### src/rtl/mem_access_pkg.sv
// Shared encodings for the data-memory access controller: access sizes,
// FSM states and the alignment rule.
package mem_access_pkg;

  localparam logic [1:0] SZ_BYTE = 2'b00;
  localparam logic [1:0] SZ_HALF = 2'b01;
  localparam logic [1:0] SZ_WORD = 2'b10;

  typedef enum logic [2:0] {
    IDLE,
    ACCESS,
    CAPTURE,
    WRITE,
    RESP
  } state_t;

  // The reserved size is reported through the same error path as misalignment.
  function automatic logic is_misaligned(input logic [1:0] size, input logic [1:0] addr_lo);
    logic bad;
    case (size)
      SZ_BYTE: bad = 1'b0;
      SZ_HALF: bad = addr_lo[0];
      SZ_WORD: bad = (addr_lo != 2'b00);
      default: bad = 1'b1;
    endcase
    return bad;
  endfunction

endpackage

### src/rtl/mem_access_ctrl_lane.sv
// Little-endian lane handling: sub-word extraction with sign/zero extension
// for loads, and single-lane merge into a read word for sub-word stores.
module lane_unit
  import mem_access_pkg::*;
(
  input  logic [1:0]  size,
  input  logic [1:0]  addr_lo,
  input  logic        is_signed,
  input  logic [31:0] word,
  input  logic [31:0] wdata,
  output logic [31:0] load_data,
  output logic [31:0] merged_word
);

  logic signed [7:0]  lane_b;
  logic signed [15:0] lane_h;

  always_comb begin
    lane_b      = word[{addr_lo, 3'b000} +: 8];
    lane_h      = addr_lo[1] ? word[31:16] : word[15:0];
    load_data   = word;
    merged_word = word;
    case (size)
      SZ_BYTE: begin
        load_data = is_signed ? {{24{lane_b[7]}}, lane_b} : {24'h0, lane_b};
        merged_word[{addr_lo, 3'b000} +: 8] = wdata[7:0];
      end
      SZ_HALF: begin
        load_data = is_signed ? {{16{lane_h[15]}}, lane_h} : {16'h0, lane_h};
        if (addr_lo[1]) merged_word[31:16] = wdata[15:0];
        else            merged_word[15:0]  = wdata[15:0];
      end
      default: merged_word = wdata;
    endcase
  end

endmodule

### src/rtl/mem_access_ctrl.sv
// Load/store sequencer between the MEM stage and a single-port word RAM
// without byte enables; sub-word stores are done as read-modify-write.
module mem_access_ctrl
  import mem_access_pkg::*;
#(
  parameter int AW = 10
) (
  input  logic          clk,
  input  logic          rst_n,
  input  logic          req_valid,
  output logic          req_ready,
  input  logic          req_we,
  input  logic [1:0]    req_size,
  input  logic          req_signed,
  input  logic [AW+1:0] req_addr,
  input  logic [31:0]   req_wdata,
  output logic          resp_valid,
  input  logic          resp_ready,
  output logic [31:0]   resp_rdata,
  output logic          resp_err,
  output logic          mem_en,
  output logic          mem_we,
  output logic [AW-1:0] mem_addr,
  output logic [31:0]   mem_wdata,
  input  logic [31:0]   mem_rdata
);

  state_t state, state_nxt;

  logic          we_q;
  logic          signed_q;
  logic [1:0]    size_q;
  logic [AW+1:0] addr_q;
  logic [31:0]   wdata_q;
  logic [31:0]   merged_q;
  logic [31:0]   rdata_q;
  logic          err_q;

  logic          accept;
  logic          req_bad;
  logic          word_store;
  logic [31:0]   load_data;
  logic [31:0]   merged_word;

  assign accept     = req_valid & req_ready;
  assign req_bad    = is_misaligned(req_size, req_addr[1:0]);
  assign word_store = we_q & (size_q == SZ_WORD);

  lane_unit u_lane (
    .size        (size_q),
    .addr_lo     (addr_q[1:0]),
    .is_signed   (signed_q),
    .word        (mem_rdata),
    .wdata       (wdata_q),
    .load_data   (load_data),
    .merged_word (merged_word)
  );

  always_ff @(posedge clk or negedge rst_n) begin
    if (!rst_n) state <= IDLE;
    else        state <= state_nxt;
  end

  always_comb begin
    state_nxt  = state;
    req_ready  = 1'b0;
    resp_valid = 1'b0;
    mem_en     = 1'b0;
    mem_we     = 1'b0;
    mem_wdata  = 32'h0;
    case (state)
      IDLE: begin
        req_ready = 1'b1;
        if (accept) state_nxt = req_bad ? RESP : ACCESS;
      end
      ACCESS: begin
        mem_en = 1'b1;
        if (word_store) begin
          mem_we    = 1'b1;
          mem_wdata = wdata_q;
          state_nxt = RESP;
        end else begin
          state_nxt = CAPTURE;
        end
      end
      CAPTURE: state_nxt = we_q ? WRITE : RESP;
      WRITE: begin
        mem_en    = 1'b1;
        mem_we    = 1'b1;
        mem_wdata = merged_q;
        state_nxt = RESP;
      end
      RESP: begin
        resp_valid = 1'b1;
        if (resp_ready) state_nxt = IDLE;
      end
      default: state_nxt = IDLE;
    endcase
  end

  // Request latch at accept; read data (or merged word) captured one cycle after the RAM read.
  always_ff @(posedge clk or negedge rst_n) begin
    if (!rst_n) begin
      we_q     <= 1'b0;
      signed_q <= 1'b0;
      size_q   <= 2'b00;
      addr_q   <= '0;
      wdata_q  <= 32'h0;
      merged_q <= 32'h0;
      rdata_q  <= 32'h0;
      err_q    <= 1'b0;
    end else if (accept) begin
      we_q     <= req_we;
      signed_q <= req_signed;
      size_q   <= req_size;
      addr_q   <= req_addr;
      wdata_q  <= req_wdata;
      rdata_q  <= 32'h0;
      err_q    <= req_bad;
    end else if (state == CAPTURE) begin
      if (we_q) merged_q <= merged_word;
      else      rdata_q  <= load_data;
    end
  end

  assign mem_addr   = addr_q[AW+1:2];
  assign resp_rdata = rdata_q;
  assign resp_err   = err_q;

endmodule

### config.mk
export PLATFORM = sky130hd
export DESIGN_NAME = mem_access_ctrl
export DESIGN_NICKNAME = d
export VERILOG_FILES = /design/src/rtl/mem_access_pkg.sv /design/src/rtl/mem_access_ctrl_lane.sv /design/src/rtl/mem_access_ctrl.sv
export SDC_FILE = /design/constraint.sdc
export NUM_CORES = 1
export LEC_CHECK = 0
export CAP_MARGIN = 10
export CORE_ASPECT_RATIO = 0.5
export CORE_MARGIN = 4
export CORE_UTILIZATION = 55
export DETAILED_ROUTE_END_ITERATION = 6
export DONT_BUFFER_PORTS = 1
export PLACE_DENSITY = 0.67
export SLEW_MARGIN = 15
export SYNTH_ARGS = -nofsm -noshare
export SYNTH_HDL_FRONTEND = slang
export SYNTH_HIERARCHICAL = 1
export SYNTH_SLANG_ARGS = --single-unit
### constraint.sdc
create_clock -name clk -period 4.22 [get_ports clk]
set_input_delay 0.422 -clock clk [delete_from_list [all_inputs] [get_ports clk]]
set_output_delay 0.422 -clock clk [all_outputs]
set_load 0.05 [all_outputs]
==> impl_results.md, run 1 <==
* Post-synth EDFFs at 0
* IO buf count at 0
* CTS Sinks at 116
* Post-Syn Nets at 643
* Status: finished clean
* Dpl cell area at 6280 um^2
* Synth warn at 6
* Antenna violations before repair at 2
* Nets at 625
* Synth Area per Inst at 11.5 um^2
* Antenna Cells at 0
* PD cells at 966 nW/um^2
* Critical R2R Capture: merged_q[5]
* Most frequent CP cell: buf_4
* Critical Path Slowest Stage Cell: a22o_1
* CTS tree: built
* Relative slew slack at 0.263
* Critical path startpoint category: register
* Setup TNS at 0 ns
* Post-synthesis register bit count at 116
* Final WL at 18.4 mm
* Initial Util at 0.570
* Synth top area cells: dfrtp_1 46%, a22o_1 9.9%, mux2_2 8.0%, mux2_1 7.6%, nand2_1 3.8%
* Worst r2r src: size_q[0]
* Die Wd at 160 um
* DPL Wire Length at 13.0 mm
* Cell family with most CP delay: buffers and inverters
* Antenna Violating Nets Remaining at 0
* PostCTS Resize Cnt at 0
* Rows at 27
* Hold WC Path Type: primary input to register
* Fill cell count at 876
* Reg2reg path depth at 5
* Layout cells sized above 1 at 0.210
* Max-cap violations at 0
* Synth Flop Type: dfrtp_1
* Finished Cell Area at 6940 um^2
* Max incr delay on CP at 0.59 ns
* Most common cell in the netlist: dfrtp_1
* VDD IR-drop max at 0.446 mV
* Average wire per standard cell at 26.6 um
* Post-synth top area cell: dfrtp_1
* Buf/Inv on CP at 2
* IO Count at 163
* Core area at 11100 um^2
* Commonest cells post-synth: 116 x dfrtp_1, 72 x a22o_1, 64 x nand2_1
* Hold_ws at 0.137 ns
* DRC viols at 0
* Die height at 84.0 um
* Skew final at 0.00873 ns
* Via-to-Cell Ratio at 6.82
* CTS max path bufs at 2
* RSZ-0062 raised after global routing: false
* Library cells used by synthesis at 43
* Final Max Slew Viols at 0
* DR iter-0 viols at 488
* PnR Total Power at 6.70 mW
* Vias in the first global route at 4771
* First-pass GRT wire length at 28.5 mm
* Leakage at 2.99 nW
* Clk slew on worst S/H paths at 0.06 ns
* Global placer's final weighted congestion at 0.950
* Pre-antenna DRT Iters at 5
* CP Class: register to output pin
* Hold_sp: req_wdata[18]
* R2R setup slack at 1.75 ns
* Post-synthesis sequential area ratio at 0.457
* Synth top area share at 0.457
* Grt ovf at 0
* CTS Buf Count at 17
* CP max FO at 62
* Asr flop ratio synth at 1.00
* Via count at 4727
* Hold EP: wdata_q[18]
* # H-tree levels at 4
* Crit path arrival time at 2.74 ns
* GRT Overall Usage at 0.277
* Critical Path RT at 3.80 ns
* Root buf cell: clkbuf_16
* Die area at 13400 um^2
* Worst-path cell chain: buf_4, nand3b_1, nor4_4, buf_4, a22o_1
* Largest net degree at the start of global routing at 117
* Worst-Margin Slew at 1.10 ns
* Min Tclk post-route at 3.16 ns
* Hold Path Depth at 1
* Fmax at 316 MHz
* CP endpoint kind: output pin
* Synth Instances at 554
* Period utilisation layout at 0.749
* Worst-Skew Late Latency at 0.41 ns
* Synthesis-to-layout area growth at 9.11%
* Fin. Hold Viols at 0
* Final setup violation count at 0
* Mapped Area at 6360 um^2
## what timing repair did
item,4_1_cts,5_1_grt
endpoints found under the hold margin,116,0
hold buffers,2,0
buffers inserted,0,0
## layer usage
layer  vias up  GRT usage  share of wire
met2       266      0.391           0.41
li1       2058          -              -
met3        32      0.112           0.13
met1      2367      0.395           0.45
met4         4     0.0742          0.015
met5         -          0         0.0011
## stage by stage
step | std cells | setup slack (ns) | utilization
global placement | 660 | 1.61 | 0.564
CTS | 693 | 1.08 | 0.622
global route | 693 | 0.892 | 0.622
floorplan | 554 | 2.08 | -
finish | 693 | 1.06 | 0.622
detailed placement | 660 | 1.56 | 0.564
## report_power, final
part	switching, mW	internal (mW)	leakage, nW
Sequential	1.19	1.61	1.45
Combinational	1.38	1.03	1.25
Clock	0.523	0.974	0.291
## logic make-up (layout without fill, tap and decap cells)
family,after synthesis,count (layout),share of synthesized area
compound gates,168,168,0.218
fa+ha+maj,5,5,0.00984
buf+inv,63,57,0.0622
flops,116,116,0.457
mux,94,94,0.165
simple gates,108,108,0.0885
## worst register-to-register path, stage by stage, from the launching register on
cell and delay, ns:
dfrtp_1 0.35, inv_1 0.15, o21ai_1 0.89, a21oi_1 0.37, a22o_1 0.34, mux2_2 0.26
## registers in the layout (all words and copies together) (netlist names)
signal	cells
merged_q	32
resp_rdata	32
wdata_q	32
addr_q	12
state	3
size_q	2
resp_err	1
signed_q	1
we_q	1
## worst max path at each step
stage	to	cells past startpoint	start	slack, ns
after floorplan	req_ready	2	state[2]	2.08
after global placement	mem_wdata[6]	5	size_q[1]	1.61
after detailed placement	mem_wdata[6]	5	size_q[1]	1.56
after CTS	mem_wdata[6]	5	size_q[1]	1.08
after global routing	mem_wdata[6]	5	size_q[1]	0.89
final	mem_wdata[6]	5	size_q[1]	1.06
## area by class of cell
type | instances | area [um^2] | area share
clock buffers | 20 | 467 | 0.0673
clock inverters | 11 | 151 | 0.0218
inverters | 14 | 52.6 | 0.00757
multi-input cells | 375 | 3070 | 0.443
flip-flops and latches | 116 | 2900 | 0.418
well taps | 145 | 181 | 0.0261
repair buffers | 12 | 113 | 0.0162
## placed cells by master (no fill, tap or decap), types with 2 or more instances in the layout
cell / Yosys / routed
and2_1: 2 / 2
nor4b_4: 2 / 2
mux2_2: 45 / 45
nand2_1: 64 / 64
clkinvlp_4: 0 / 4
ha_1: 5 / 5
inv_1: 14 / 14
mux2_1: 43 / 43
nor2_1: 10 / 10
a221o_1: 17 / 17
nor4_4: 2 / 2
a22oi_1: 5 / 5
bufinv_16: 0 / 3
dfrtp_1: 116 / 116
a221oi_1: 8 / 8
a21oi_1: 14 / 14
nand2b_1: 5 / 5
a2bb2oi_1: 7 / 7
a21oi_2: 10 / 10
o21ai_1: 2 / 2
a22o_1: 72 / 72
a22o_2: 2 / 2
clkbuf_16: 0 / 17
a211oi_2: 2 / 2
nor3_2: 1 / 3
nor2b_1: 5 / 5
clkinv_4: 0 / 2
clkbuf_8: 0 / 3
nor3_1: 5 / 3
mux2i_1: 6 / 6
nor2_2: 3 / 3
buf_4: 14 / 10
or2_2: 2 / 2
a222oi_1: 7 / 7
nand3b_1: 3 / 3
o21ai_0: 17 / 17
Note: power is estimated with default switching activity, not from simulation.
==> run 2: changes to the inputs <==
clock period = 3 ns   (was 4.22 ns; I/O delays follow)
==> run 2 against run 1 <==
Critical endpoint is now mem_wdata[18]; critical path type unchanged; wire length up 1.6%; hold slack lost 0.12 ns; highest routed layer unchanged; total power rose by 42%; clock power increased by 37%; clock-buffer cell count down 3.
==> impl_results.md, run 2 (same netlist as run 1, synthesis figures left out) <==
* Antenna Violating Nets Remaining at 0 (unchanged)
* Metal3 WL at 2.44 mm (was 2.35 mm)
* Dpl cell area at 6780 um^2 (was 6280 um^2)
* Reg2reg path depth at 5 (unchanged)
* # H-tree levels at 4 (unchanged)
* Hold EP: wdata_q[31] (was wdata_q[18])
* Period utilisation layout at 0.873
* Fill cell count at 857 (was 876)
* Critical R2R Capture: merged_q[27] (was merged_q[5])
* Share of total power in the clock network at 0.215 (was 0.223)
* Pint at 5.09 mW (was 3.62 mW)
* DPL Wire Length at 13.4 mm (was 13.0 mm)
* Worst-Skew Late Latency at 0.41 ns (about the same)
* CTS tree: built (unchanged)
* Most frequent CP cell: buf_4 (unchanged)
* Top Layer Used: met5 (unchanged)
* VDD IR-drop max at 0.662 mV (was 0.446 mV)
* Critical Path Stages at 5 (unchanged)
* Die area at 13400 um^2 (unchanged)
* Seq pwr share at 0.412 (was 0.418)
* Average wire per standard cell at 25.6 um (was 26.6 um)
* Vias in the first global route at 4888 (was 4771)
* Metal-1 WL at 8.40 mm (was 8.26 mm)
* Rows at 27 (unchanged)
* Most common cell after layout, fill and taps aside: dfrtp_1 (unchanged)
* Relative slew slack at 0.395 (was 0.263)
* Antenna violations before repair at 2 (unchanged)
* Global placer's final weighted congestion at 0.936 (was 0.950)
* Fmax at 382 MHz
* Commonest non-fill, non-tap cells in the layout: 116 x dfrtp_1, 72 x a22o_1, 64 x nand2_1 (unchanged)
* GRT Overall Usage at 0.281 (was 0.277)
* CTS Sinks at 116 (unchanged)
* Hold_ws at 0.0171 ns (was 0.137 ns)
* Hold_sp: req_wdata[31] (was req_wdata[18])
* Worst-path cell chain: nand3b_1, nor4_4, buf_4, a22o_1, buf_4 (was buf_4, nand3b_1, nor4_4, buf_4, a22o_1)
* Crit path arrival time at 2.32 ns (was 2.74 ns)
* Critical Path RT at 2.70 ns (was 3.80 ns)
* Clk slew on worst S/H paths at 0.06 ns (about the same)
* Worst-Margin Slew at 0.904 ns (was 1.10 ns)
* Cell family with most CP delay: buffers and inverters (unchanged)
* Pre-CTS WS at 0.888 ns (was 1.56 ns)
* Fin. Hold Viols at 0 (unchanged)
* First-pass GRT wire length at 28.9 mm (was 28.5 mm)
* RSZ-0062 raised after global routing: false (unchanged)
* Finished Cell Area at 7410 um^2 (was 6940 um^2)
* IO buf count at 0 (unchanged)
* R2R setup slack at 0.77 ns (was 1.75 ns)
* Max-cap violations at 0 (unchanged)
* Nets at 662 (was 625)
* Post-CTS setup buffers at 0 (unchanged)
* CP Class: register to output pin (unchanged)
* IO Count at 163 (unchanged)
* CTS Hold Bufs at 2 (unchanged)
* Grt ovf at 0 (unchanged)
* Final WL at 18.7 mm (was 18.4 mm)
* Critical path startpoint category: register (unchanged)
* CP max FO at 33 (was 62)
* PD cells at 1290 nW/um^2 (was 966 nW/um^2)
* Critical Path Slowest Stage Cell: dfrtp_1 (was a22o_1)
* Final Max Slew Viols at 0 (unchanged)
* Via-to-Cell Ratio at 6.66 (was 6.82)
* CTS max path bufs at 2 (unchanged)
* PnR Total Power at 9.53 mW (was 6.70 mW)
* CTS Buf Count at 17 (unchanged)
* DR iter-0 viols at 558 (was 488)
* Largest net degree at the start of global routing at 117 (unchanged)
* Routed wl met2 at 7.56 mm (was 7.54 mm)
* Initial Util at 0.570 (unchanged)
* PostCTS Resize Cnt at 0 (unchanged)
* Setup TNS at 0 ns (unchanged)
* Core area at 11100 um^2 (unchanged)
* Layout cells sized above 1 at 0.261 (was 0.210)
* Fin worst setup slack at 0.382 ns (was 1.06 ns)
* Pre-antenna DRT Iters at 7 (was 5)
* Switch Pwr at 4.44 mW (was 3.09 mW)
* DRC viols at 0 (unchanged)
* Min Tclk post-route at 2.62 ns
* Logic gate share of total power at 0.373 (was 0.359)
* Via count at 4872 (was 4727)
* Worst r2r src: size_q[0] (unchanged)
* Leakage at 3.24 nW (was 2.99 nW)
* Die Wd at 160 um (unchanged)
* Hold Path Depth at 1 (unchanged)
* Hold WC Path Type: primary input to register (unchanged)
* Max incr delay on CP at 0.53 ns (was 0.59 ns)
* Skew final at 0.00817 ns (was 0.00873 ns)
* Status: finished clean (unchanged)
* Root buf cell: clkbuf_16 (unchanged)
* Buf/Inv on CP at 2 (unchanged)
* Die height at 84.0 um (unchanged)
* Sw frac at 0.466 (was 0.460)
* CP endpoint kind: output pin (unchanged)
* Synthesis-to-layout area growth at 16.6% (was 9.11%)
* Final setup violation count at 0 (unchanged)
==> run 2: power by group through the flow <==
stage                     sequential [mW]  clock (mW)  combinational (mW)
after global routing                 4.01        2.16                3.87
after global placement               3.90           0                3.40
after CTS                            3.90        2.08                3.52
after floorplan                      3.31           0                3.27
final                                3.93        2.05                3.56
after detailed placement             3.92           0                3.46
==> run 2: stage by stage <==
stage / util / instances
floorplan: - / 554
global placement: 0.608 / 697
detailed placement: 0.608 / 697
CTS: 0.665 / 731
global route: 0.665 / 732
finish: 0.665 / 732
==> run 2: how the worst max path moves through the flow <==
stage	endpoint	startpoint	slack, ns
after floorplan	merged_q[0]	addr_q[1]	0.94
after global placement	resp_rdata[31]	state[2]	0.79
after detailed placement	merged_q[27]	size_q[0]	0.89
after CTS	mem_wdata[15]	size_q[0]	0.42
after global routing	mem_wdata[12]	size_q[0]	0.32
final	mem_wdata[18]	size_q[0]	0.38
==> run 2: layout make-up <==
cell class / count / area [um^2] / share of cell area
multi-input cells: 375 / 3080 / 0.415
flip-flops and latches: 116 / 2900 / 0.392
repair buffers: 49 / 603 / 0.0814
clock buffers: 17 / 425 / 0.0574
well taps: 145 / 181 / 0.0245
clock inverters: 15 / 170 / 0.0230
inverters: 14 / 52.6 / 0.00709
diodes: 1 / 2.50 / 0.000338
==> run 2: routing by layer <==
metal | track usage | up-vias
met2 | 0.389 | 306
met1 | 0.406 | 2398
li1 | - | 2126
met3 | 0.117 | 40
met5 | 0 | -
met4 | 0.0718 | 2
==> run 3: changes to the inputs <==
PLACE_DENSITY = 0.79   (was 0.67)
==> run 3 against run 2 <==
Final area fell by 0.34%; sequential share of layout area rose by 0.15 points; first-iteration DRC count rose by 9.9%; total power fell by 0.98%; clock power fell by 6%; critical path type unchanged; critical endpoint is now mem_wdata[6].
==> impl_results.md, run 3 (same netlist as run 1, synthesis figures left out) <==
* Commonest non-fill, non-tap cells in the layout: 115 x dfrtp_1, 72 x a22o_1, 64 x nand2_1 (was 116 x dfrtp_1, 72 x a22o_1, 64 x nand2_1)
* Final setup violation count at 0 (unchanged)
* Via count at 4973 (was 4872)
* Most common cell after layout, fill and taps aside: dfrtp_1 (unchanged)
* CTS tree: built (unchanged)
* DRC viols at 0 (unchanged)
* GRT Overall Usage at 0.277 (was 0.281)
* Min Tclk post-route at 2.76 ns (was 2.62 ns)
* Cell family with most CP delay: flip-flops (was buffers and inverters)
* Pre-antenna DRT Iters at 6 (was 7)
* Crit path arrival time at 2.46 ns (was 2.32 ns)
* Global placer's final weighted congestion at 0.962 (was 0.936)
* CTS Buf Count at 17 (unchanged)
* Die area at 13400 um^2 (unchanged)
* First-pass GRT wire length at 29.0 mm (was 28.9 mm)
* Clk slew on worst S/H paths at 0.06 ns (about the same)
* Critical Path RT at 2.70 ns (about the same)
* Die Wd at 160 um (unchanged)
* VDD IR-drop max at 0.739 mV (was 0.662 mV)
* Critical path startpoint category: register (unchanged)
* RSZ-0062 raised after global routing: false (unchanged)
* Max incr delay on CP at 0.59 ns (was 0.53 ns)
* CTS Hold Bufs at 2 (unchanged)
* Antenna Violating Nets Remaining at 0 (unchanged)
* Rows at 27 (unchanged)
* Synthesis-to-layout area growth at 16.2% (was 16.6%)
* Fin. Hold Viols at 0 (unchanged)
* Worst-path cell chain: nand3b_1, nor4_4, buf_4, a22o_1, buf_12 (was nand3b_1, nor4_4, buf_4, a22o_1, buf_4)
* DPL Wire Length at 12.9 mm (was 13.4 mm)
* Average wire per standard cell at 25.7 um (was 25.6 um)
* Antenna Cells at 0 (was 1)
* CP endpoint kind: output pin (unchanged)
* Finished Cell Area at 7390 um^2 (was 7410 um^2)
* Grt ovf at 0 (unchanged)
* CP max FO at 32 (was 33)
* Fin worst setup slack at 0.241 ns (was 0.382 ns)
* Critical Path Slowest Stage Cell: dfrtp_1 (unchanged)
* CTS Sinks at 116 (unchanged)
* Leakage at 3.22 nW (was 3.24 nW)
* PD cells at 1280 nW/um^2 (was 1290 nW/um^2)
* Period utilisation layout at 0.920 (was 0.873)
* IO Count at 163 (unchanged)
* Antenna violations before repair at 1 (was 2)
* Buf/Inv on CP at 2 (unchanged)
* Final WL at 18.7 mm (about the same)
* Layout cells sized above 1 at 0.262 (was 0.261)
* Via-to-Cell Ratio at 6.81 (was 6.66)
* Worst-Skew Late Latency at 0.41 ns (about the same)
* Layout Cells excl Fill at 730 (was 732)
* Core area at 11100 um^2 (unchanged)
* Relative slew slack at 0.398 (was 0.395)
* Fmax at 362 MHz (was 382 MHz)
* # placed instances at 696 (was 697)
* Largest net degree at the start of global routing at 117 (unchanged)
* # H-tree levels at 4 (unchanged)
* Post-CTS setup buffers at 0 (unchanged)
* Nets at 661 (was 662)
* CP Class: register to output pin (unchanged)
* Root buf cell: clkbuf_16 (unchanged)
* IO buf count at 0 (unchanged)
* Status: finished clean (unchanged)
* Die height at 84.0 um (unchanged)
* PostCTS Resize Cnt at 0 (unchanged)
* Vias in the first global route at 4873 (was 4888)
* DR iter-0 viols at 613 (was 558)
* Skew final at 0.0108 ns (was 0.00817 ns)
* Pre-CTS WS at 0.675 ns (was 0.888 ns)
* Setup TNS at 0 ns (unchanged)
* CTS max path bufs at 2 (unchanged)
* Hold WC Path Type: primary input to register (unchanged)
* Dpl cell area at 6780 um^2 (about the same)
* Initial Util at 0.570 (unchanged)
* Final Max Slew Viols at 0 (unchanged)
* Worst-Margin Slew at 0.899 ns (was 0.904 ns)
* Max-cap violations at 0 (unchanged)
-- run 3: final timing paths --
check,from,to,slack [ns],cells after the start
setup / recovery,size_q[0],mem_wdata[6],0.24,5
hold reg to reg,merged_q[16],merged_q[16],0.50,1
max in group asynchronous,rst_n,merged_q[29],2.08,2
setup reg to reg,size_q[0],resp_rdata[31],0.54,6
min in group asynchronous,rst_n,addr_q[9],0.48,2
hold / removal,req_addr[8],addr_q[8],0.02,1
-- run 3: final cells by class --
cell class / count / area (um^2)
multi-input cells: 375 / 3080
well taps: 145 / 181
clock buffers: 18 / 439
inverters: 14 / 52.6
fillers: 840 / 3760
flip-flops and latches: 116 / 2900
repair buffers: 48 / 608
clock inverters: 14 / 128
-- run 3: per-stage QoR --
step	hold slack (ns)	utilization	total power [mW]
floorplan	0.00441	-	6.58
global placement	0.00675	0.608	7.23
detailed placement	0.00630	0.609	7.35
CTS	0.00985	0.663	9.36
global route	0.00978	0.663	9.89
finish	0.0176	0.663	9.44
-- run 3: worst reg2reg max path, delay by kind of cell, from the launching register on --
kind                   cells  cell delay [ns]
flip-flops                 1             0.71
buffers and inverters      1             0.27
AO/OA/AOI/OAI              4             1.12
AND/OR/NAND/NOR            1             0.24
-- run 3: routing by layer --
| metal | vias to the layer above | GRT usage | share of wire |
|---|---|---|---|
| met3 | 62 | 0.106 | 0.13 |
| met4 | 2 | 0.0999 | 0.028 |
| li1 | 2132 | - | - |
| met5 | - | 0 | 0.0010 |
| met2 | 357 | 0.388 | 0.42 |
| met1 | 2420 | 0.391 | 0.42 |
-- run 3: where the power goes --
part	switching (mW)	internal (mW)
clock network	0.750	1.17
registers	1.65	2.27
logic	2.03	1.58
total	4.43	5.01
